<file path="src/rtl/module_secuenciador_pkg.sv">
// Shared definitions for the calculator sequencer: FSM states, key codes and
// display-source encoding.
package pkg_calc;

  typedef enum logic [2:0] {
    S_A    = 3'd0,
    S_B    = 3'd1,
    S_CONV = 3'd2,
    S_MUL  = 3'd3,
    S_SHOW = 3'd4,
    S_ERR  = 3'd5
  } state_t;

  localparam logic [3:0] KEY_ENTER = 4'hA;
  localparam logic [3:0] KEY_SIGN  = 4'hB;
  localparam logic [3:0] KEY_CLEAR = 4'hC;

  localparam logic [1:0] DISP_A    = 2'd0;
  localparam logic [1:0] DISP_B    = 2'd1;
  localparam logic [1:0] DISP_PROD = 2'd2;
  localparam logic [1:0] DISP_ERR  = 2'd3;

  function automatic logic is_digit(input logic [3:0] code);
    return (code <= 4'd9);
  endfunction

  function automatic logic [1:0] disp_of(input state_t s);
    logic [1:0] d;
    case (s)
      S_A:                d = DISP_A;
      S_B, S_CONV, S_MUL: d = DISP_B;
      S_SHOW:             d = DISP_PROD;
      default:            d = DISP_ERR;
    endcase
    return d;
  endfunction

endpackage

</file>
<file path="src/rtl/module_secuenciador_watchdog.sv">
// Cycle watchdog: counts enabled cycles since the last clear and flags the
// final allowed cycle so the caller can still let a same-cycle done win.
module module_watchdog #(
  parameter int TIMEOUT_CYC = 64
) (
  input  logic clk,
  input  logic rst_n,
  input  logic clear,
  input  logic enable,
  output logic timeout
);
  localparam int CW = $clog2(TIMEOUT_CYC + 1);
  localparam logic [CW-1:0] LAST = CW'(TIMEOUT_CYC - 1);

  logic [CW-1:0] cnt_r;

  // Cycle counter, saturating at the last allowed cycle.
  always_ff @(posedge clk or negedge rst_n) begin
    if (!rst_n) begin
      cnt_r <= {CW{1'b0}};
    end else if (clear) begin
      cnt_r <= {CW{1'b0}};
    end else if (enable && (cnt_r != LAST)) begin
      cnt_r <= cnt_r + CW'(1);
    end else begin
      cnt_r <= cnt_r;
    end
  end

  assign timeout = enable && (cnt_r == LAST);

endmodule

</file>
<file path="src/rtl/module_secuenciador.sv">
// Keypad-driven sequencer: collects two signed BCD operands, then launches
// conversion and multiplication under a watchdog. All outputs are registered.
module module_secuenciador
  import pkg_calc::*;
#(
  parameter int MAX_DIGITS  = 2,
  parameter int TIMEOUT_CYC = 64
) (
  input  logic       clk,
  input  logic       rst,
  input  logic       key_valid,
  input  logic [3:0] key_code,
  input  logic       conv_done,
  input  logic       conv_error,
  input  logic       mul_done,
  output logic [7:0] num_a_bcd,
  output logic [7:0] num_b_bcd,
  output logic       a_neg,
  output logic       b_neg,
  output logic       conv_start,
  output logic       mul_start,
  output logic [1:0] disp_sel,
  output logic       busy,
  output logic       err
);
  localparam int CW = $clog2(MAX_DIGITS + 1);
  localparam logic [CW-1:0] MAX_CNT = CW'(MAX_DIGITS);

  state_t        state_r, nxt_state_s;
  logic [CW-1:0] cnt_a_r, cnt_b_r, nxt_cnt_a_s, nxt_cnt_b_s;
  logic [7:0]    nxt_a_s, nxt_b_s;
  logic          nxt_a_neg_s, nxt_b_neg_s, nxt_conv_start_s, nxt_mul_start_s;
  logic          key_digit_s, key_enter_s, key_sign_s, key_clear_s;
  logic          wd_clear_s, wd_enable_s, wd_timeout_s;

  assign key_digit_s = key_valid && is_digit(key_code);
  assign key_enter_s = key_valid && (key_code == KEY_ENTER);
  assign key_sign_s  = key_valid && (key_code == KEY_SIGN);
  assign key_clear_s = key_valid && (key_code == KEY_CLEAR);

  assign wd_enable_s = (state_r == S_CONV) || (state_r == S_MUL);
  assign wd_clear_s  = (nxt_state_s != state_r) &&
                       ((nxt_state_s == S_CONV) || (nxt_state_s == S_MUL));

  module_watchdog #(.TIMEOUT_CYC(TIMEOUT_CYC)) u_watchdog (
    .clk     (clk),
    .rst_n   (rst),
    .clear   (wd_clear_s),
    .enable  (wd_enable_s),
    .timeout (wd_timeout_s)
  );

  // Next-state and operand-entry decode; clear key overrides every state.
  always_comb begin
    nxt_state_s      = state_r;
    nxt_a_s          = num_a_bcd;
    nxt_b_s          = num_b_bcd;
    nxt_a_neg_s      = a_neg;
    nxt_b_neg_s      = b_neg;
    nxt_cnt_a_s      = cnt_a_r;
    nxt_cnt_b_s      = cnt_b_r;
    nxt_conv_start_s = 1'b0;
    nxt_mul_start_s  = 1'b0;
    if (key_clear_s) begin
      nxt_state_s = S_A;
      nxt_a_s     = 8'h00;
      nxt_b_s     = 8'h00;
      nxt_a_neg_s = 1'b0;
      nxt_b_neg_s = 1'b0;
      nxt_cnt_a_s = {CW{1'b0}};
      nxt_cnt_b_s = {CW{1'b0}};
    end else begin
      case (state_r)
        S_A: begin
          if (key_digit_s && (cnt_a_r < MAX_CNT)) begin
            nxt_a_s     = {num_a_bcd[3:0], key_code};
            nxt_cnt_a_s = cnt_a_r + CW'(1);
          end else if (key_sign_s) begin
            nxt_a_neg_s = ~a_neg;
          end else if (key_enter_s && (cnt_a_r != {CW{1'b0}})) begin
            nxt_state_s = S_B;
          end else begin
            nxt_state_s = S_A;
          end
        end
        S_B: begin
          if (key_digit_s && (cnt_b_r < MAX_CNT)) begin
            nxt_b_s     = {num_b_bcd[3:0], key_code};
            nxt_cnt_b_s = cnt_b_r + CW'(1);
          end else if (key_sign_s) begin
            nxt_b_neg_s = ~b_neg;
          end else if (key_enter_s && (cnt_b_r != {CW{1'b0}})) begin
            nxt_state_s      = S_CONV;
            nxt_conv_start_s = 1'b1;
          end else begin
            nxt_state_s = S_B;
          end
        end
        S_CONV: begin
          // A done arriving on the last watchdog cycle still wins.
          if (conv_done && !conv_error) begin
            nxt_state_s     = S_MUL;
            nxt_mul_start_s = 1'b1;
          end else if (conv_done || wd_timeout_s) begin
            nxt_state_s = S_ERR;
          end else begin
            nxt_state_s = S_CONV;
          end
        end
        S_MUL: begin
          if (mul_done) begin
            nxt_state_s = S_SHOW;
          end else if (wd_timeout_s) begin
            nxt_state_s = S_ERR;
          end else begin
            nxt_state_s = S_MUL;
          end
        end
        S_SHOW: begin
          if (key_digit_s) begin
            nxt_state_s = S_A;
            nxt_a_s     = {4'h0, key_code};
            nxt_b_s     = 8'h00;
            nxt_a_neg_s = 1'b0;
            nxt_b_neg_s = 1'b0;
            nxt_cnt_a_s = CW'(1);
            nxt_cnt_b_s = {CW{1'b0}};
          end else begin
            nxt_state_s = S_SHOW;
          end
        end
        S_ERR:   nxt_state_s = S_ERR;
        default: nxt_state_s = S_ERR;
      endcase
    end
  end

  // State and output registers; status outputs follow the next state.
  always_ff @(posedge clk or negedge rst) begin
    if (!rst) begin
      state_r    <= S_A;
      num_a_bcd  <= 8'h00;
      num_b_bcd  <= 8'h00;
      a_neg      <= 1'b0;
      b_neg      <= 1'b0;
      cnt_a_r    <= {CW{1'b0}};
      cnt_b_r    <= {CW{1'b0}};
      conv_start <= 1'b0;
      mul_start  <= 1'b0;
      disp_sel   <= DISP_A;
      busy       <= 1'b0;
      err        <= 1'b0;
    end else begin
      state_r    <= nxt_state_s;
      num_a_bcd  <= nxt_a_s;
      num_b_bcd  <= nxt_b_s;
      a_neg      <= nxt_a_neg_s;
      b_neg      <= nxt_b_neg_s;
      cnt_a_r    <= nxt_cnt_a_s;
      cnt_b_r    <= nxt_cnt_b_s;
      conv_start <= nxt_conv_start_s;
      mul_start  <= nxt_mul_start_s;
      disp_sel   <= disp_of(nxt_state_s);
      busy       <= (nxt_state_s == S_CONV) || (nxt_state_s == S_MUL);
      err        <= (nxt_state_s == S_ERR);
    end
  end

endmodule

</file>
<file path="config.mk">
export PLATFORM = sky130hd
export DESIGN_NAME = module_secuenciador
export DESIGN_NICKNAME = d
export VERILOG_FILES = /design/src/rtl/module_secuenciador_pkg.sv /design/src/rtl/module_secuenciador_watchdog.sv /design/src/rtl/module_secuenciador.sv
export SDC_FILE = /design/constraint.sdc
export NUM_CORES = 1
export LEC_CHECK = 0
export ABC_AREA = 0
export ABC_CLOCK_PERIOD_IN_PS = 2910
export BUFFER_PORTS_ARGS = -buffer_cell sky130_fd_sc_hd__buf_4
export CAP_MARGIN = 25
export CORE_MARGIN = 2
export CORE_UTILIZATION = 43
export DETAILED_ROUTE_END_ITERATION = 16
export GPL_TIMING_DRIVEN = 0
export HOLD_SLACK_MARGIN = 0.12
export MAX_ROUTING_LAYER = met4
export PLACE_DENSITY_LB_ADDON = 0.3
export SLEW_MARGIN = 0
export SYNTH_ARGS = -nofsm -noshare
export SYNTH_HDL_FRONTEND = slang
export SYNTH_HIERARCHICAL = 1
export SYNTH_SLANG_ARGS = --single-unit
</file>
<file path="constraint.sdc">
create_clock -name clk -period 2.91 [get_ports clk]
set_input_delay 0.291 -clock clk [delete_from_list [all_inputs] [get_ports clk]]
set_output_delay 0.291 -clock clk [all_outputs]
set_load 0.01 [all_outputs]
</file>
==> summary.txt, run 1 <==
Worst setup path
  – Kind of critical path: reg -> reg
  – Worst Setup End Kind: flop
  – Crit-path max FO: 10
  – CP arrival: roughly 2900 ps
  – Critical path launch point type: flop
  – Worst Path Required: 3090 ps

Yosys
  – Synthesized flop and latch total: 38
  – Register area share after synthesis: 0.448
  – Syn Nets: 212
  – Mapped Area: roughly 2100 um2
  – Library cells used by synthesis: 56
  – Mapped Cells: roughly 200
  – Syn Area/Cell: between 10 and 15 um2
  – Yosys warnings: 6

Placed design
  – I/O Buffers: 31
  – Placed insts: 297
  – Placer Congestion: slightly above 0.8
  – Hpwl dp: between 2000 and 3000 um
  – Setup WS pre-CTS: 61.2 ps

Layout
  – Area Overhead vs Synth: 20.6%
  – Layout cells sized above 1: 0.304
  – Non-Filler Instances: between 300 and 400
  – # diodes: 0
  – Nets: roughly 250
  – Final core occ: 0.539

Die
  – Core area: about 4800 um2
  – Chip Width: around 74 um
  – Row count: 25
  – Starting density of the core: 0.447
  – Die Y-Extent: ~74 um
  – Die area: ~5500 um2
  – Boundary pin count: 34

Routing
  – Post-DR wirelength/cell: approximately 13 um
  – Total wire length: about 4100 um
  – DRC violations left: 0
  – Initial DRT Pass Iterations: 4
  – 1st-iter DRT viols: 109
  – Routed via count: about 1500
  – Vias per cell: a little under 5
  – Detail Route Antenna Nets: 0

GRT
  – Total congestion overflow: 0
  – First-pass GRT wire length: slightly above 7000 um
  – Antenna violations before repair: 0
  – Total GRT Usage: 0.178
  – Vias in the first global route: around 1500
  – Largest net degree at the start of global routing: 39

Run
  – Max cap viols: 0

Clock tree
  – Max clock buf depth: 2
  – Root buffer cell: clkbuf_8
  – CTS tree: yes
  – CTS Buf Count: 5
  – Clock sinks: 38
  – CTS clk-pin slew, worst paths: approximately 70 ps
  – Latest clock arrival within the worst-skew pair: ~290 ps
  – H-tree depth: 2

STA
  – Max Fclk: 369 MHz
  – Measured slew at the worst slew-check pin: 508 ps
  – Final setup viols: 0
  – Hold_ws: roughly 270 ps
  – Period minus WS final: about 2700 ps
  – Clock skew: ~5.3 ps
  – Max Slew Vio Count: 0
  – Final Hold Vio Count: 0
  – Final period util: 0.932
  – Slew headroom: 0.661
  – Worst setup margin: a little under 200 ps

Worst hold path
  – HP Class: in -> reg

Outcome
  – Status: finished, final reports clean

Power and ir drop
  – Peak VDD IR: 0.413 mV
  – Power Density: 808 nW/um2
  – Pleak: roughly 1.2 nW
  – Pwr Total: ~2.1 mW
[cell usage after synthesis (all sizes together)]
| cell | number | area [um2] |
|---|---|---|
| a21boi | 1 | 7.51 |
| a21o | 2 | 17.5 |
| a21oi | 7 | 42.5 |
| a221oi | 1 | 8.76 |
| a311oi | 2 | 23.8 |
| a31o | 1 | 8.76 |
| a31oi | 4 | 25.0 |
| a41oi | 1 | 27.5 |
| and2 | 1 | 6.26 |
| and2b | 3 | 26.3 |
| and3 | 3 | 18.8 |
| and3b | 1 | 8.76 |
| and4 | 1 | 10.0 |
| and4b | 1 | 10.0 |
| buf | 8 | 51.3 |
| clkbuf | 1 | 5.00 |
| dfrtp | 38 | 951 |
| ha | 3 | 37.5 |
| inv | 22 | 82.6 |
| mux2 | 6 | 71.3 |
| mux2i | 18 | 180 |
| nand2 | 16 | 60.1 |
| nand2b | 4 | 25.0 |
| nand3 | 6 | 40.0 |
| nand3b | 1 | 7.51 |
| nand4 | 3 | 33.8 |
| nand4b | 2 | 17.5 |
| nor2 | 10 | 40.0 |
| nor2b | 1 | 6.26 |
| nor3 | 5 | 25.0 |
| nor3b | 4 | 46.3 |
| nor4 | 1 | 21.3 |
| nor4b | 1 | 8.76 |
| o2111a | 1 | 11.3 |
| o211a | 1 | 10.0 |
| o211ai | 1 | 7.51 |
| o21ai | 8 | 66.3 |
| o21ba | 1 | 10.0 |
| o21bai | 2 | 15.0 |
| o31ai | 3 | 22.5 |
| o41ai | 1 | 8.76 |
| or3b | 2 | 20.0 |
[layout make-up]
| cell class | instances | area, um2 |
|---|---|---|
| fill | 460 | 2190 |
| multi-input combinational | 130 | 1040 |
| sequential | 38 | 951 |
| timing repair buffer | 33 | 250 |
| clock buffer | 7 | 86.3 |
| tap | 67 | 83.8 |
| inverter | 22 | 82.6 |
| buffer | 9 | 58.8 |
| clock inverter | 1 | 5.00 |
[placed cells by master (no fill, tap or decap), types with 3 or more instances in the layout]
| master | instances |
|---|---|
| and3_1 | 3 |
| and2b_2 | 3 |
| o21ai_0 | 4 |
| nand3_1 | 4 |
| o31ai_1 | 3 |
| clkbuf_8 | 6 |
| a31oi_1 | 4 |
| nor3_1 | 5 |
| buf_2 | 5 |
| buf_4 | 32 |
| dfrtp_1 | 38 |
| nand2b_1 | 4 |
| ha_1 | 3 |
| nor2_1 | 8 |
| nand2_1 | 16 |
| inv_1 | 22 |
| a21oi_1 | 5 |
| mux2i_1 | 18 |
| mux2_1 | 5 |
[sequential cells by signal (all words and copies together), names as in the netlist]
register and flops:
busy 1, a_neg 1, disp_sel 2, err 1, num_a_bcd 8, cnt_b_r 2, conv_start 1, mul_start 1
state_r 3, cnt_a_r 2, num_b_bcd 8, b_neg 1, u_watchdog/cnt_r 7
[final timing paths]
kind                       cells after the start         start  slack, ps             endpoint
setup / recovery                              12    state_r[2]        200  u_watchdog/cnt_r[0]
hold / removal                                 2   key_code[0]        270         num_a_bcd[0]
setup reg to reg                              12    state_r[2]        200  u_watchdog/cnt_r[0]
hold reg to reg                                1  num_b_bcd[0]        520         num_b_bcd[0]
max in group asynchronous                      2           rst       2080  u_watchdog/cnt_r[1]
min in group asynchronous                      2           rst        500         num_b_bcd[1]
[cell families after synthesis]
family / count (synthesis) / synth area share
flip-flops: 38 / 0.448
AO/OA/AOI/OAI: 37 / 0.147
AND/OR/NAND/NOR: 66 / 0.203
multiplexers: 24 / 0.118
buffers and inverters: 31 / 0.0654
adder cells (fa/ha/maj): 3 / 0.0177
[through the flow]
step	setup TNS (ps)	area [um2]
6_report	0	2560
5_1_grt	-3.69	2560
4_1_cts	0	2540
3_5_place_dp	0	2440
3_3_place_gp	0	2440
2_1_floorplan	0	2120
[report_power, final]
part	leakage [nW]	switching (mW)	internal (mW)
registers	0.479	0.131	0.718
clock network	0.0482	0.179	0.191
logic	0.694	0.416	0.434
[critical path: stages, from the launching register on]
cell      delay [ps]
dfrtp_1          390
buf_6            150
and2b_2          260
and2_4           180
nand3_1          140
nor2_4            80
buf_4            130
o21ai_0          200
a21oi_2          130
a311oi_2         240
clkbuf_4         220
and2b_2          220
mux2_4           260
[what timing repair did]
action	CTS	global route
hold buffers	1	0
buffers inserted	0	1
hold endpoints to repair	38	0
setup endpoints to repair	0	3
gates resized for setup	0	5
[layer usage]
metal	vias up	routed length (um)	GRT usage
met3	2	130	0.0407
li1	778	-	-
met5	-	0	-
met4	0	27	0.0655
met1	722	2060	0.246
met2	23	1890	0.255
Power figures use the tool's default switching activity.
==> inputs of run 2 (changes only) <==
Settings changed: CORE_UTILIZATION 43 to 58, CTS_BUF_LIST from default to sky130_fd_sc_hd__clkbuf_2 sky130_fd_sc_hd__clkbuf_4 sky130_fd_sc_hd__clkbuf_8.
==> run 2 against run 1 <==
- global-route usage is 4.8 points higher
- sequential power is 0.5% higher
- sequential share of layout area is 0.93 points higher
- register-to-register slack hardly changed
- combinational power is 1% higher
- critical path type unchanged
- largest power group unchanged
==> summary.txt, run 2 (synthesis gave the netlist of run 1 again) <==
Layout
  – Commonest non-fill, non-tap cell in the layout: dfrtp_1
  – Nets: 251 (-0.40%)
  – FF+latch area: 951 um2 (unchanged)
  – Non-Filler Instances: 285 (-7.2%)
  – Layout cells sized above 1: 0.305 (+0.00127)
  – # diodes: 0 (unchanged)
  – Design area: 2500 um2 (-2.4%)
  – Commonest non-fill, non-tap cells in the layout: 38 x dfrtp_1, 31 x buf_4, 22 x inv_1
  – Fillcell total: 258 (-44%)
  – Largest registers: num_a_bcd: 8 flops, num_b_bcd: 8 flops, u_watchdog/cnt_r: 7 flops
  – Area Overhead vs Synth: 17.7%
  – Multi-input logic area: 1040 um2 (-0.12%)

Clock tree
  – CTS Buf Count: 5 (unchanged)
  – Clock sinks: 38 (unchanged)
  – Latest clock arrival within the worst-skew pair: 350 ps (+60 ps)
  – Root buffer cell: clkbuf_4
  – CTS clk-pin slew, worst paths: 120 ps (+50 ps)
  – H-tree depth: 2 (unchanged)
  – Max clock buf depth: 2 (unchanged)
  – CTS tree: yes

Worst setup path
  – Kind of critical path: reg -> reg
  – Worst Path Required: 3160 ps (+70 ps)
  – Crit-path max FO: 10 (unchanged)
  – Worst Setup End Kind: flop
  – Critical path launch point type: flop
  – CP arrival: 2960 ps (+70 ps)

Die
  – Core area: 3420 um2 (-28%)
  – Boundary pin count: 34 (unchanged)
  – Die Y-Extent: 64.5 um (-13%)
  – Starting density of the core: 0.622 (+0.175)
  – Chip Width: 64.5 um (-13%)
  – Row count: 21 (-16%)
  – Die area: 4160 um2 (-25%)

GRT
  – Vias in the first global route: 1543 (+2.2%)
  – Total GRT Usage: 0.226 (+0.0484)
  – First-pass GRT wire length: 7100 um (-1.4%)
  – Antenna violations before repair: 0 (unchanged)
  – Total congestion overflow: 0 (unchanged)
  – Largest net degree at the start of global routing: 39 (unchanged)

Power and ir drop
  – Sw Ratio: 0.363 (+0.0128)
  – Pleak: 1.21 nW (-1.2%)
  – Peak VDD IR: 0.530 mV (+28%)
  – Net Sw Power: 730 uW (+0.61%)
  – Reg power frac: 0.425 (+0.015)
  – Power Density: 804 nW/um2 (-0.51%)
  – Pint: 1.28 mW (-4.9%)
  – Combinational fraction of design power: 0.428 (+0.017)
  – Pwr Total: 2.01 mW (-2.9%)
  – Clock Power Share: 0.147 (-0.032)

Routing
  – Detail Route Antenna Nets: 0 (unchanged)
  – Vias per cell: 5.58 (+12%)
  – Initial DRT Pass Iterations: 4 (unchanged)
  – Post-DR wirelength/cell: 14.3 um (+6.4%)
  – Total wire length: 4060 um (-1.2%)
  – Routed via count: 1590 (+4.3%)
  – DRC violations left: 0 (unchanged)
  – 1st-iter DRT viols: 119 (+9.2%)

STA
  – Final TNS setup: 0 ps (unchanged)
  – Worst setup margin: 197 ps (-1.00 ps)
  – Max Fclk: 369 MHz (about the same)
  – Slew headroom: 0.692 (+0.0314)
  – Max Slew Vio Count: 0 (unchanged)
  – RSZ-0062 raised after global routing: false
  – Final Hold Vio Count: 0 (unchanged)
  – Period minus WS final: 2710 ps (+1.00 ps)
  – Final period util: 0.932 (about the same)
  – Final setup viols: 0 (unchanged)
  – Measured slew at the worst slew-check pin: 461 ps (-47.1 ps)
  – Clock skew: 12.4 ps (+7.12 ps)

Outcome
  – Status: finished, final reports clean

Placed design
  – Placed insts: 276 (-7.1%)
  – I/O Buffers: 31 (unchanged)
  – Setup WS pre-CTS: 51.0 ps (-10.1 ps)
  – Placed Area: 2410 um2 (-1.1%)
  – Placer Congestion: 0.861 (+6.9%)
  – Hpwl dp: 2980 um (+1.4%)

Worst hold path
  – HP Class: in -> reg

Run
  – Max cap viols: 0 (unchanged)
[run 2: cell count changes in the layout (fill, tap and decap cells not counted)]
cell      previous run  this run
buf_4               32        31
clkbuf_1             1         0
clkbuf_8             6         1
clkbuf_4             1         7
and2_4               1         0
and2_2               0         1
[run 2: power groups by stage]
stage          Clock [mW]  Combinational [mW]  Sequential, mW
3_5_place_dp            0               0.860           0.866
6_report            0.296               0.859           0.853
5_1_grt             0.326               0.955           0.880
4_1_cts             0.301               0.866           0.854
2_1_floorplan           0               0.490           0.906
3_3_place_gp            0               0.836           0.858
[run 2: worst max-delay path, cell delays in order (launching register included)]
cell	delay, ps
dfrtp_1	420
buf_6	150
and2b_2	280
and2_2	200
nand3_1	140
nor2_4	170
nor2_1	60
nor3_1	130
mux2i_1	110
a311oi_2	240
clkbuf_4	230
and2b_2	220
mux2_4	260
[run 2: final timing paths]
path / startpoint / endpoint / slack [ps] / cells past startpoint
max: state_r[2] / u_watchdog/cnt_r[0] / 200 / 12
min: conv_error / mul_start / 220 / 3
max reg2reg: state_r[2] / u_watchdog/cnt_r[0] / 200 / 12
min reg2reg: u_watchdog/cnt_r[3] / u_watchdog/cnt_r[3] / 510 / 1
max in group asynchronous: rst / a_neg / 2160 / 2
min in group asynchronous: rst / num_a_bcd[4] / 430 / 2
[run 2: what timing repair did]
action                                  CTS  global route
hold buffers                              1             0
endpoints found under the setup margin    0             1
resized for setup                         0             5
endpoints found under the hold margin    38             0
buffers inserted                          0             0
[run 2: through the flow]
step,hold slack (ps),util
after floorplan,-4.59,-
after global placement,283,0.707
after detailed placement,280,0.707
after CTS,217,0.728
after global routing,215,0.732
final,224,0.732
[run 2: cell type report]
| type | instances | area share |
|---|---|---|
| clock buffer | 7 | 0.0235 |
| inverter | 22 | 0.0330 |
| tap | 46 | 0.0230 |
| timing repair buffer | 32 | 0.0971 |
| multi-input combinational | 130 | 0.417 |
| sequential | 38 | 0.381 |
| clock inverter | 1 | 0.00200 |
| buffer | 9 | 0.0235 |
[run 2: metal layers]
metal	wire length [um]	vias to the layer above	share of wire	GRT usage
met5	0	-	0	-
li1	-	786	-	-
met3	174	8	0.043	0.0521
met2	1840	32	0.45	0.340
met4	58	0	0.014	0.0745
met1	1990	764	0.49	0.306
==> inputs of run 3 (changes only) <==
Settings changed: CORE_UTILIZATION 58 to 40.
==> run 3 against run 2 <==
- clock skew fell by 8.2 ps
- sequential power barely moved
- combinational power fell by 0.7%
- non-clock buffer count did not move
- cell count rose by 8.1%
- count of clock-buffer cells in the layout did not move
- total power rose by 2.7%
- flip-flop and latch count did not move
- critical path type unchanged
- largest cell class unchanged
- highest routed layer unchanged
==> summary.txt, run 3 (synthesis gave the netlist of run 1 again) <==
Run
  – Max cap viols: 0 (unchanged)

Clock tree
  – CTS clk-pin slew, worst paths: 70 ps (-50 ps)
  – Max clock buf depth: 2 (unchanged)
  – Root buffer cell: clkbuf_8
  – H-tree depth: 2 (unchanged)
  – CTS Buf Count: 5 (unchanged)
  – Clock sinks: 38 (unchanged)
  – Latest clock arrival within the worst-skew pair: 290 ps (-60 ps)
  – CTS tree: yes

Worst setup path
  – Worst Path Required: 3080 ps (-80 ps)
  – Slowest stage cell on the critical path: dfrtp_1
  – Reg2reg end: u_watchdog/cnt_r[0]
  – Largest stage delay on the critical path: 410 ps (about the same)
  – R2r worst-path depth: 12 (unchanged)
  – Most used cell, CP: and2b_2
  – RR Startpoint: state_r[2]
  – Crit-path max FO: 10 (unchanged)
  – Largest delay contributor family on the critical path: simple AND/OR/NAND/NOR gates
  – Critical path launch point type: flop
  – Critical Path, Cell by Cell: buf_6, and2b_2, and2_2, nand3_1, nor2_4, nor2_1, nor3_1, mux2i_1, a311oi_2, buf_2, and2b_2, mux2_4
  – Worst R2R Setup Slack: 180 ps (-20 ps)
  – CP arrival: 2900 ps (-60 ps)
  – Worst Setup End Kind: flop
  – Worst path bufs/invs: 2 (unchanged)
  – Kind of critical path: reg -> reg

Placed design
  – Placed Area: 2440 um2 (+1.2%)
  – Hpwl dp: 3040 um (+2.3%)
  – I/O Buffers: 31 (unchanged)
  – Placer Congestion: 0.784 (-9.0%)

GRT
  – GR Util met2: 0.240 (-0.0995)
  – Total congestion overflow: 0 (unchanged)
  – GRT Max-Usage Layer: met2
  – Vias in the first global route: 1507 (-2.3%)
  – First-pass GRT wire length: 7280 um (+2.5%)
  – Largest net degree at the start of global routing: 39 (unchanged)
  – Grt met1 use: 0.208 (-0.0976)
  – M3 GR Usage: 0.0376 (-0.0144)
  – Antenna violations before repair: 0 (unchanged)
  – Total GRT Usage: 0.159 (-0.0668)

STA
  – Final period util: 0.938 (+0.00566)
  – Max Slew Vio Count: 0 (unchanged)
  – Measured slew at the worst slew-check pin: 520 ps (+58.7 ps)
  – Clock skew: 4.24 ps (-8.15 ps)
  – Period minus WS final: 2730 ps (+16.5 ps)
  – RSZ-0062 raised after global routing: false
  – Max Fclk: 366 MHz (-0.60%)
  – Slew headroom: 0.653 (-0.0391)
  – Final TNS setup: 0 ps (unchanged)
  – Final setup viols: 0 (unchanged)
  – Final Hold Vio Count: 0 (unchanged)

Layout
  – # diodes: 0 (unchanged)
  – Commonest non-fill, non-tap cells in the layout: 38 x dfrtp_1, 31 x buf_4, 22 x inv_1
  – FF+latch area: 951 um2 (unchanged)
  – Design area: 2550 um2 (+1.9%)
  – Largest registers: num_a_bcd: 8 flops, num_b_bcd: 8 flops, u_watchdog/cnt_r: 7 flops
  – Fillcell total: 497 (+93%)
  – Nets: 251 (unchanged)
  – Commonest non-fill, non-tap cell in the layout: dfrtp_1
  – Layout cells sized above 1: 0.303 (-0.00292)
  – Multi-input logic area: 1040 um2 (unchanged)
  – Area Overhead vs Synth: 19.9%

Routing
  – Routed via count: 1576 (-0.88%)
  – Post-DR wirelength/cell: 13.7 um (-3.6%)
  – Vias per cell: 5.12 (-8.3%)
  – Total wire length: 4230 um (+4.2%)
  – 1st-iter DRT viols: 91 (-24%)
  – DRC violations left: 0 (unchanged)
  – Detail Route Antenna Nets: 0 (unchanged)
  – Initial DRT Pass Iterations: 4 (unchanged)

Worst hold path
  – Hold Path Sink: num_a_bcd[0]
  – Hold path start: key_code[0]
  – HP Class: in -> reg
  – Hold path depth: 2 (-1)

Outcome
  – Status: finished, final reports clean

Die
  – Row count: 26 (+24%)
  – Boundary pin count: 34 (unchanged)
  – Starting density of the core: 0.416 (-0.206)
  – Die Y-Extent: 76.9 um (+19%)
  – Chip Width: 76.9 um (+19%)
  – Core area: 5110 um2 (+50%)
  – Die area: 5910 um2 (+42%)

Power and ir drop
  – Peak VDD IR: 0.384 mV (-27%)
  – Power Density: 810 nW/um2 (+0.76%)
  – Pleak: 1.21 nW (+0.59%)
  – Pwr Total: 2.06 mW (+2.7%)
[run 3: changes by cell type in the layout (fill, tap and decap cells not counted)]
cell | previous run | this run
buf_2 | 5 | 6
clkbuf_4 | 7 | 2
clkinv_2 | 1 | 0
clkbuf_8 | 1 | 5
[run 3: cell type report]
class                      instances  area share
tap                               70      0.0344
buffer                             9      0.0221
clock buffer                       7      0.0329
sequential                        38       0.373
inverter                          22      0.0324
timing repair buffer              32      0.0953
multi-input combinational        130       0.409
[run 3: worst max path at each step]
stage | start | depth (start not counted) | slack (ps) | end
after global routing | state_r[2] | 12 | 20 | u_watchdog/cnt_r[0]
after floorplan | state_r[2] | 12 | 350 | u_watchdog/cnt_r[0]
after global placement | state_r[2] | 12 | 70 | u_watchdog/cnt_r[0]
after CTS | state_r[2] | 12 | 30 | u_watchdog/cnt_r[0]
final | state_r[2] | 12 | 180 | u_watchdog/cnt_r[0]
after detailed placement | state_r[2] | 12 | 40 | u_watchdog/cnt_r[0]
[run 3: what timing repair did]
action,4_1_cts,5_1_grt
hold buffers,1,0
resized for setup,0,4
buffers inserted,0,0
endpoints found under the hold margin,38,0
setup endpoints to repair,0,1
[run 3: metal layers]
layer  share of wire  routed length (um)
met2            0.46                1960
met1            0.49                2070
met3           0.029                 124
met5               0                   0
met4           0.017                  74
[run 3: through the flow]
stage / utilization / setup slack (ps) / hold slack, ps / std cells
CTS: 0.497 / 31.8 / 276 / 308
global route: 0.499 / 21.7 / 293 / 308
floorplan: - / 347 / -4.59 / 199
global placement: 0.478 / 66.0 / 296 / 300
finish: 0.499 / 180 / 285 / 308
detailed placement: 0.478 / 37.3 / 295 / 300
[run 3: where the power goes]
group          leakage (nW)  internal, mW  switching, mW  total [mW]
clock network        0.0452         0.184          0.172       0.356
logic                 0.690         0.434          0.419       0.853
registers             0.479         0.719          0.135       0.854
